`src/rtl/operand_issue_arbiter.sv`:
```
// Purpose: round-robin issue of NUM_REQ operand pairs onto one shared fixed-latency datapath, with tagged in-order results.
// Latency: grant in cycle N, dp_start in N+1, result captured in N+1+PIPE_LAT, resp_valid visible in N+2+PIPE_LAT.
// Backpressure: a credit counter admits at most RES_DEPTH operations from grant to pop, so the result FIFO never overflows.
//
// Ports:
//   clk, rst (async, active low)
//   req_valid/req_ready      per-requester handshake; req_a/req_b packed DATA_W slices per requester
//   dp_a/dp_b/dp_start       registered operands and one-cycle start strobe to the datapath
//   dp_result                datapath output, valid PIPE_LAT cycles after dp_start
//   resp_valid/resp_ready    result FIFO head handshake; resp_id/resp_data describe the head
//   idle                     no operation outstanding
module operand_issue_arbiter #(
  parameter int NUM_REQ   = 4,
  parameter int DATA_W    = 16,
  parameter int PIPE_LAT  = 3,
  parameter int RES_DEPTH = 4,
  localparam int ID_W     = $clog2(NUM_REQ),
  localparam int CNT_W    = $clog2(RES_DEPTH + 1),
  localparam int PTR_W    = (RES_DEPTH > 1) ? $clog2(RES_DEPTH) : 1
) (
  input  logic                      clk,
  input  logic                      rst,
  input  logic [NUM_REQ-1:0]        req_valid,
  input  logic [NUM_REQ*DATA_W-1:0] req_a,
  input  logic [NUM_REQ*DATA_W-1:0] req_b,
  output logic [NUM_REQ-1:0]        req_ready,
  output logic [DATA_W-1:0]         dp_a,
  output logic [DATA_W-1:0]         dp_b,
  output logic                      dp_start,
  input  logic [DATA_W-1:0]         dp_result,
  output logic                      resp_valid,
  input  logic                      resp_ready,
  output logic [ID_W-1:0]           resp_id,
  output logic [DATA_W-1:0]         resp_data,
  output logic                      idle
);

  logic [ID_W-1:0]   rr_ptr;
  logic [CNT_W-1:0]  outstanding;
  logic              grant;
  logic [ID_W-1:0]   grant_id;
  int                idx;

  // Tag pipeline: stage 0 is aligned with dp_start, stage PIPE_LAT with dp_result.
  logic [PIPE_LAT:0] tag_v;
  logic [ID_W-1:0]   tag_id [PIPE_LAT+1];

  logic [ID_W-1:0]   mem_id  [RES_DEPTH];
  logic [DATA_W-1:0] mem_dat [RES_DEPTH];
  logic [PTR_W-1:0]  wr_ptr, rd_ptr, rd_ptr_nxt;
  logic [CNT_W-1:0]  count, count_nxt;
  logic              push, pop;
  logic [ID_W-1:0]   head_id;
  logic [DATA_W-1:0] head_dat;

  function automatic logic [PTR_W-1:0] ptr_inc(input logic [PTR_W-1:0] p);
    return (p == PTR_W'(RES_DEPTH - 1)) ? '0 : p + 1'b1;
  endfunction

  // Arbitration: the credit check uses the registered count only, so a pop
  // in this cycle frees a slot for the next cycle, not this one.
  always_comb begin
    req_ready = '0;
    grant     = 1'b0;
    grant_id  = '0;
    idx       = 0;
    if (outstanding < CNT_W'(RES_DEPTH)) begin
      for (int k = 0; k < NUM_REQ; k++) begin
        idx = int'(rr_ptr) + k;
        if (idx >= NUM_REQ) idx = idx - NUM_REQ;
        if (!grant && req_valid[idx]) begin
          grant    = 1'b1;
          grant_id = ID_W'(idx);
        end
      end
      if (grant) req_ready[grant_id] = 1'b1;
    end
  end

  assign push = tag_v[PIPE_LAT];
  assign pop  = resp_valid & resp_ready;
  assign idle = (outstanding == '0);

  // Next FIFO head. The credit rule means a push never meets a full FIFO,
  // so write pointer == next read pointer only when the pushed entry becomes
  // the head (empty FIFO, or last entry popped in the same cycle).
  always_comb begin
    rd_ptr_nxt = pop ? ptr_inc(rd_ptr) : rd_ptr;
    count_nxt  = count;
    if (push && !pop)      count_nxt = count + 1'b1;
    else if (!push && pop) count_nxt = count - 1'b1;
    if (push && (wr_ptr == rd_ptr_nxt)) begin
      head_id  = tag_id[PIPE_LAT];
      head_dat = dp_result;
    end else begin
      head_id  = mem_id[rd_ptr_nxt];
      head_dat = mem_dat[rd_ptr_nxt];
    end
  end

  always_ff @(posedge clk or negedge rst) begin
    if (!rst) begin
      rr_ptr      <= '0;
      outstanding <= '0;
      dp_start    <= 1'b0;
      dp_a        <= '0;
      dp_b        <= '0;
      tag_v       <= '0;
      for (int k = 0; k <= PIPE_LAT; k++) tag_id[k] <= '0;
      wr_ptr      <= '0;
      rd_ptr      <= '0;
      count       <= '0;
      resp_valid  <= 1'b0;
      resp_id     <= '0;
      resp_data   <= '0;
    end else begin
      dp_start <= grant;
      if (grant) begin
        dp_a   <= req_a[int'(grant_id)*DATA_W +: DATA_W];
        dp_b   <= req_b[int'(grant_id)*DATA_W +: DATA_W];
        rr_ptr <= (grant_id == ID_W'(NUM_REQ - 1)) ? '0 : grant_id + 1'b1;
      end

      if (grant && !pop)      outstanding <= outstanding + 1'b1;
      else if (!grant && pop) outstanding <= outstanding - 1'b1;

      tag_v[0]  <= grant;
      tag_id[0] <= grant_id;
      for (int k = 1; k <= PIPE_LAT; k++) begin
        tag_v[k]  <= tag_v[k-1];
        tag_id[k] <= tag_id[k-1];
      end

      if (push) wr_ptr <= ptr_inc(wr_ptr);
      rd_ptr     <= rd_ptr_nxt;
      count      <= count_nxt;
      resp_valid <= (count_nxt != '0);
      // Head registers hold their last value once the FIFO drains.
      if (count_nxt != '0) begin
        resp_id   <= head_id;
        resp_data <= head_dat;
      end
    end
  end

  // Storage needs no reset: occupancy and pointers define what is live.
  always_ff @(posedge clk) begin
    if (push) begin
      mem_id[wr_ptr]  <= tag_id[PIPE_LAT];
      mem_dat[wr_ptr] <= dp_result;
    end
  end

endmodule

```
`config.mk`:
```
export PLATFORM = sky130hd
export DESIGN_NAME = operand_issue_arbiter
export DESIGN_NICKNAME = d
export VERILOG_FILES = /design/src/rtl/operand_issue_arbiter.sv
export SDC_FILE = /design/constraint.sdc
export NUM_CORES = 1
export LEC_CHECK = 0
export CORE_MARGIN = 2
export CORE_UTILIZATION = 51
export CTS_CLUSTER_SIZE = 24
export DETAILED_ROUTE_END_ITERATION = 8
export PLACE_DENSITY = 0.85
export SETUP_SLACK_MARGIN = 0.2
export SLEW_MARGIN = 10
export SYNTH_ARGS = -nofsm -noshare
export SYNTH_HDL_FRONTEND = slang
export SYNTH_SLANG_ARGS = --single-unit
```
`constraint.sdc`:
```
create_clock -name clk -period 3.9 [get_ports clk]
set_input_delay 0.975 -clock clk [delete_from_list [all_inputs] [get_ports clk]]
set_output_delay 0.975 -clock clk [all_outputs]
set_load 0.02 [all_outputs]
```
# Word level (Yosys, flattened, before mapping)
# Memory sizes are Yosys's and may differ from the RTL's. A register that Yosys moved wholly into a read port is not among the register bits.
# Index checks and enable logic that the tools add are counted.
[totals] reg_bits=58 n_memories=2 out_inout_bits=57 ramBits=72
[classes] n_addsub=14 bitwise_logic=1 eq_ne=3 n_mux=49 reduce_logical=19 shifts=2 magnitude_cmp=11
[mem_list] memory="mem_dat" words=4 width=16 rd=1 rd_clocked_by_memory_dff=1 write_ports=1 line_no="49" source="logic [DATA_W-1:0] mem_dat [RES_DEPTH];"
[mem_list] memory="mem_id" words=4 width=2 rd=1 rd_clocked_by_memory_dff=1 write_ports=1 line_no="48" source="logic [ID_W-1:0] mem_id [RES_DEPTH];"
[op_table] cell="$mux 32" count=8
[op_table] cell="$lt 32x4->1 const B" count=4
[op_table] cell="$shiftx 64x7->16" count=2
[op_table] cell="$mux 1" count=20
[op_table] cell="$mux 2" count=10
[op_table] cell="$mux 3" count=4
[op_table] cell="$sub 3x3->4 const B" count=3
[op_table] cell="$ge 3x3->1 const B" count=3
[op_table] cell="$bmux 1 s2" count=4
[op_table] cell="$logic_and 1x1->1" count=8
[op_table] cell="$logic_not 1->1" count=8
[op_table] cell="$mux 4" count=2
[op_table] cell="$add 2x1->2 const B" count=3
[op_table] cell="$add 2x2->3 const B" count=2
[op_table] cell="$add 3x1->3 const B" count=2
[op_table] cell="$eq 2x2->1 const B" count=3
[op_table] cell="$sub 3x1->3 const B" count=2
[op_table] cell="$sub 2x3->4 const B" count=1
[op_table] cell="$add 2x1->3 const B" count=1
[op_table] cell="$ge 2x3->1 const B" count=1
[op_table] cell="$logic_not 3->1" count=1
[op_table] cell="$lt 2x3->1 const B" count=1
[op_table] cell="$lt 3x3->1 const B" count=1
[op_table] cell="$reduce_bool 3->1" count=1
[op_table] cell="4 further kinds" count=4

# Depth between registers and ports, before layout
# Gate-level depths: netlist of the first run.
[depth] depth_word=26 mapped_depth=10 depth_no_buf=9

# Worst setup path after synthesis of the first run
# No wires, ideal clock.
[synth_timing] path_kind="input to output" from="input port req_valid[3]" to="output port req_ready[0]" cell_stages=7 slack_ps=554 arrival_ps=2371 path_buffers=2 t_required_ps=2925 cell_sequence="nand2b_1 -> a211oi_1 -> or2_1 -> buf_2 -> nand2_1 -> buf_2 -> nor2_1"
[synth_via] elab_chain_cells=23
[synth_rtl] element="start: declaration" line_no="23" source="input logic [NUM_REQ-1:0] req_valid,"
[synth_rtl] element="$bmux 1 s2" line_no="71" source="if (!grant && req_valid[idx]) begin"
[synth_rtl] element="$mux 1 (not written as such) (2 in a row)" line_no="71"
[synth_rtl] element="$mux 1" line_no="71"
[synth_rtl] element="$mux 1" line_no="67" source="if (outstanding < CNT_W'(RES_DEPTH)) begin"
[synth_rtl] element="$logic_not 1->1" line_no="71"
[synth_rtl] element="$logic_and 1x1->1" line_no="71"
[synth_rtl] element="$mux 1" line_no="71"
[synth_rtl] element="$mux 1" line_no="67"
[synth_rtl] element="[6 not listed]"
[synth_rtl] element="$mux 2" line_no="71"
[synth_rtl] element="$mux 2" line_no="67"
[synth_rtl] element="$lt 2x3->1 (not written as such) or $ge 2x1->1 (tied branches)" line_no="76" source="if (grant) req_ready[grant_id] = 1'b1;"
[synth_rtl] element="$logic_and 1x1->1 (not written as such)" line_no="76"
[synth_rtl] element="$mux 1 (not written as such)" line_no="76"
[synth_rtl] element="$demux 1 s2" line_no="76"
[synth_rtl] element="$mux 4 *" line_no="76"
[synth_rtl] element="$mux 4 *" line_no="67"
[synth_rtl] element="end: declaration" line_no="26" source="output logic [NUM_REQ-1:0] req_ready,"
# Mark *: on every way between the ends. The rest lies on a longest branch, timed or not. The select of a mux whose other input is x is not followed.

# Worst setup path after layout of the first run
[layout_timing] from="input port req_valid[3]" to="output port req_ready[2]"
# The elaborated chain is that of the path after synthesis.

==> results.json, run 1 <==
{
  "status": "completed",
  "syn_to_final_growth_pct": 40.61,
  "vias_per_cell": 6.069,
  "yosys_warnings": 0,
  "finalClockSkew_ps": 5.274,
  "ant_nets": 0,
  "synth_top_area_frac": 0.3075,
  "p_leak_nw": 3.803,
  "seq_area_frac_synth": 0.5745,
  "path_class": "primary input to output pin",
  "startpoint_type": "primary input",
  "multi_input_area_um2": 2748,
  "cts_made_buffers": 17,
  "grt_pass1_vias": 6154,
  "antenna_found_initial": 3,
  "combinationalPowerShare": 0.494,
  "coreArea_um2": 13350,
  "synth_edf_count": 72,
  "wl_per_cell_um": 22.07,
  "seq_power_share": 0.313,
  "post-cts-setup-buffer-count": 0,
  "finalSetupViolCount": 0,
  "dieHeight_um": 121.4,
  "grt.total_usage": 0.2969,
  "die_w_um": 121.4,
  "swShare": 0.4001,
  "design_area_um2": 9886,
  "synthArstFlopShare": 0.5102,
  "timing.final.crit_share": 0.9286,
  "rsz0062_at_grt": "no",
  "dpl_cell_area_um2": 9286,
  "clkPwrFrac": 0.193,
  "period_needed_ps": 3622,
  "tns_ps": 0,
  "synthFlopType": "dfrtp_1",
  "syn_nets": 742,
  "vias": 5923,
  "wl_um": 21540,
  "maxCapViolations": 0,
  "cts_sinks": 147,
  "postLayoutCoreUtil": 0.7406,
  "gp_congestion": 0.9077,
  "max-vdd-ir-drop_mv": 0.4156,
  "final_cell_mix": "clkdlybuf4s50_1 (202), dfrtp_1 (75), edfxtp_1 (72)",
  "synth_area_leaders": "edfxtp_1 (31%), dfrtp_1 (27%), mux2_2 (5.9%)",
  "crit_family": "buffers and inverters",
  "worst_pin_slew_ps": 1066,
  "cts_hold_buf": 0,
  "drive_above_1_share": 0.1280,
  "whs_ps": 348.2,
  "powerDensity_nw_per_um2": 850.7,
  "finalHoldViolations": 0,
  "die-area_um2": 14740,
  "grt_start_max_net_pins": 76,
  "switching_power_w": 0.003365,
  "slew_violations": 0,
  "arrival_ps": 2650,
  "firstDrtPassIters": 5,
  "synth_cells": 582,
  "dp_hpwl_um": 14830,
  "synth_largest_area_cell": "edfxtp_1",
  "initial_core_util": 0.5267,
  "cts_tree": "done",
  "insertion_delay_ps": 420,
  "cp_slowest_cell": "clkdlybuf4s50_1",
  "clock_path_buffers": 2,
  "avgSynthCellArea_um2": 12.08,
  "grt.overflow.total": 0,
  "drc": 0,
  "p_int_w": 0.005045,
  "synth.distinct_cells": 53,
  "worstHoldPathType": "flop to flop",
  "max_freq_mhz": 276.1,
  "rows": 42,
  "io_buffers": 207,
  "cts-htree-levels": 4,
  "path_max_fanout": 4,
  "crit_buf_inv": 3,
  "nFillCells": 889,
  "clk_pin_slew_ps": 60,
  "ioPinCount": 208,
  "drtIter0Drc": 416,
  "final_common_cell": "clkdlybuf4s50_1",
  "yosys_register_bits": 147,
  "critPathRequiredTime_ps": 2920,
  "grt_pass1_wl_um": 32830,
  "regArea_um2": 4039,
  "slew_headroom": 0.2893,
  "cts_root_buf": "clkbuf_16",
  "syn-cell-area_um2": 7030,
  "cp_cell_sequence": "clkdlybuf4s50_1 -> nand2b_1 -> buf_4 -> a21oi_2 -> nor2_4 -> nor3_1 -> dlygate4sd2_1",
  "final_nets": 944,
  "end_kind": "output pin",
  "max_stage_delay_ps": 470
}
[registers in the layout, summed over array words and instances (netlist names), 3 cells and up]
signal	count
mem_dat	64
count	3
dp_a	16
dp_b	16
outstanding	3
tag_v	4
tag_id	8
resp_data	16
mem_id	8
[power groups by stage]
stage	registers [W]	clock network (W)	logic, W
after floorplan	0.00286	0	0.00234
after global placement	0.00260	0	0.00398
after detailed placement	0.00264	0	0.00413
after CTS	0.00263	0.00164	0.00414
after global routing	0.00269	0.00171	0.00446
final	0.00263	0.00163	0.00415
[logic make-up (layout without fill, tap and decap cells)]
group,after synthesis,in the layout,synth area share
fa+ha+maj,9,9,0.01709
mux,71,71,0.1077
compound gates,143,143,0.1445
buf+inv,56,271,0.03915
flops,147,147,0.5745
other cells,0,3,0
xor+xnor,7,7,0.008721
simple gates,149,149,0.1084
[area by class of cell]
type | count | area share
Antenna cell | 3 | 0.0007594
Timing Repair Buffer | 229 | 0.2269
Inverter | 10 | 0.003797
Clock inverter | 14 | 0.01531
Tap cell | 176 | 0.02228
Multi-Input combinational cell | 379 | 0.2779
Sequential cell | 147 | 0.4086
Clock buffer | 18 | 0.04442
[path summary, 6_finish.rpt]
kind	startpoint	to	slack, ps	cells past startpoint
max	req_valid[3]	req_ready[2]	280	7
min	tag_v[2]	tag_v[3]	350	0
max reg2reg	count[0]	resp_data[9]	1410	7
min reg2reg	tag_v[2]	tag_v[3]	350	0
max in group asynchronous	rst	dp_b[7]	2510	1
min in group asynchronous	rst	dp_a[6]	730	1
[Yosys cell counts, types with 3 or more instances]
cell,instances
xnor2_1,5
mux2i_1,34
ha_1,8
o21ai_0,29
nor2b_1,4
o211ai_1,40
nand2b_1,3
mux2_2,37
and2_1,5
nand3_1,43
a21oi_1,3
nor2_1,10
edfxtp_1,72
a22oi_1,18
or4_1,8
a31oi_1,20
inv_1,9
dfrtp_1,75
buf_4,6
clkbuf_1,21
nor3_1,22
a211o_1,24
buf_2,12
nand2_1,38
buf_1,3
[per-stage QoR]
step / setup slack (ps) / instances / total power, W
5_1_grt: 214.4 / 976 / 0.008855
3_5_place_dp: -20.69 / 941 / 0.006775
3_3_place_gp: 49.14 / 941 / 0.006582
2_1_floorplan: 554.0 / 582 / 0.005199
6_report: 278.3 / 976 / 0.008410
4_1_cts: 249.2 / 973 / 0.008410
[worst reg2reg max path, stage by stage, from the launching register on]
cell and delay (ps):
dfrtp_1 430, inv_1 80, ha_1 340, and4_1 210, a211oi_1 210, a31o_1 150, or2_1 690, a31oi_1 200
[routing by layer]
| layer | part of all wire | track usage | vias up |
|---|---|---|---|
| met3 | 0.068 | 0.08130 | 65 |
| met1 | 0.37 | 0.3553 | 2924 |
| met5 | 0 | 0 | - |
| met4 | 0.043 | 0.1386 | 0 |
| met2 | 0.51 | 0.4986 | 300 |
| li1 | - | - | 2634 |
[what timing repair did]
action,in CTS,in global routing
endpoints found under the setup margin,4,2
pin swaps,0,0
resized for setup,4,2
Power figures use the tool's default switching activity.
==> inputs of run 2 (changes only) <==
Settings changed: TNS_END_PERCENT from default to 1.
==> results of run 2 <==
No change in the layout: final DEF, timing and power equal those of run 1.
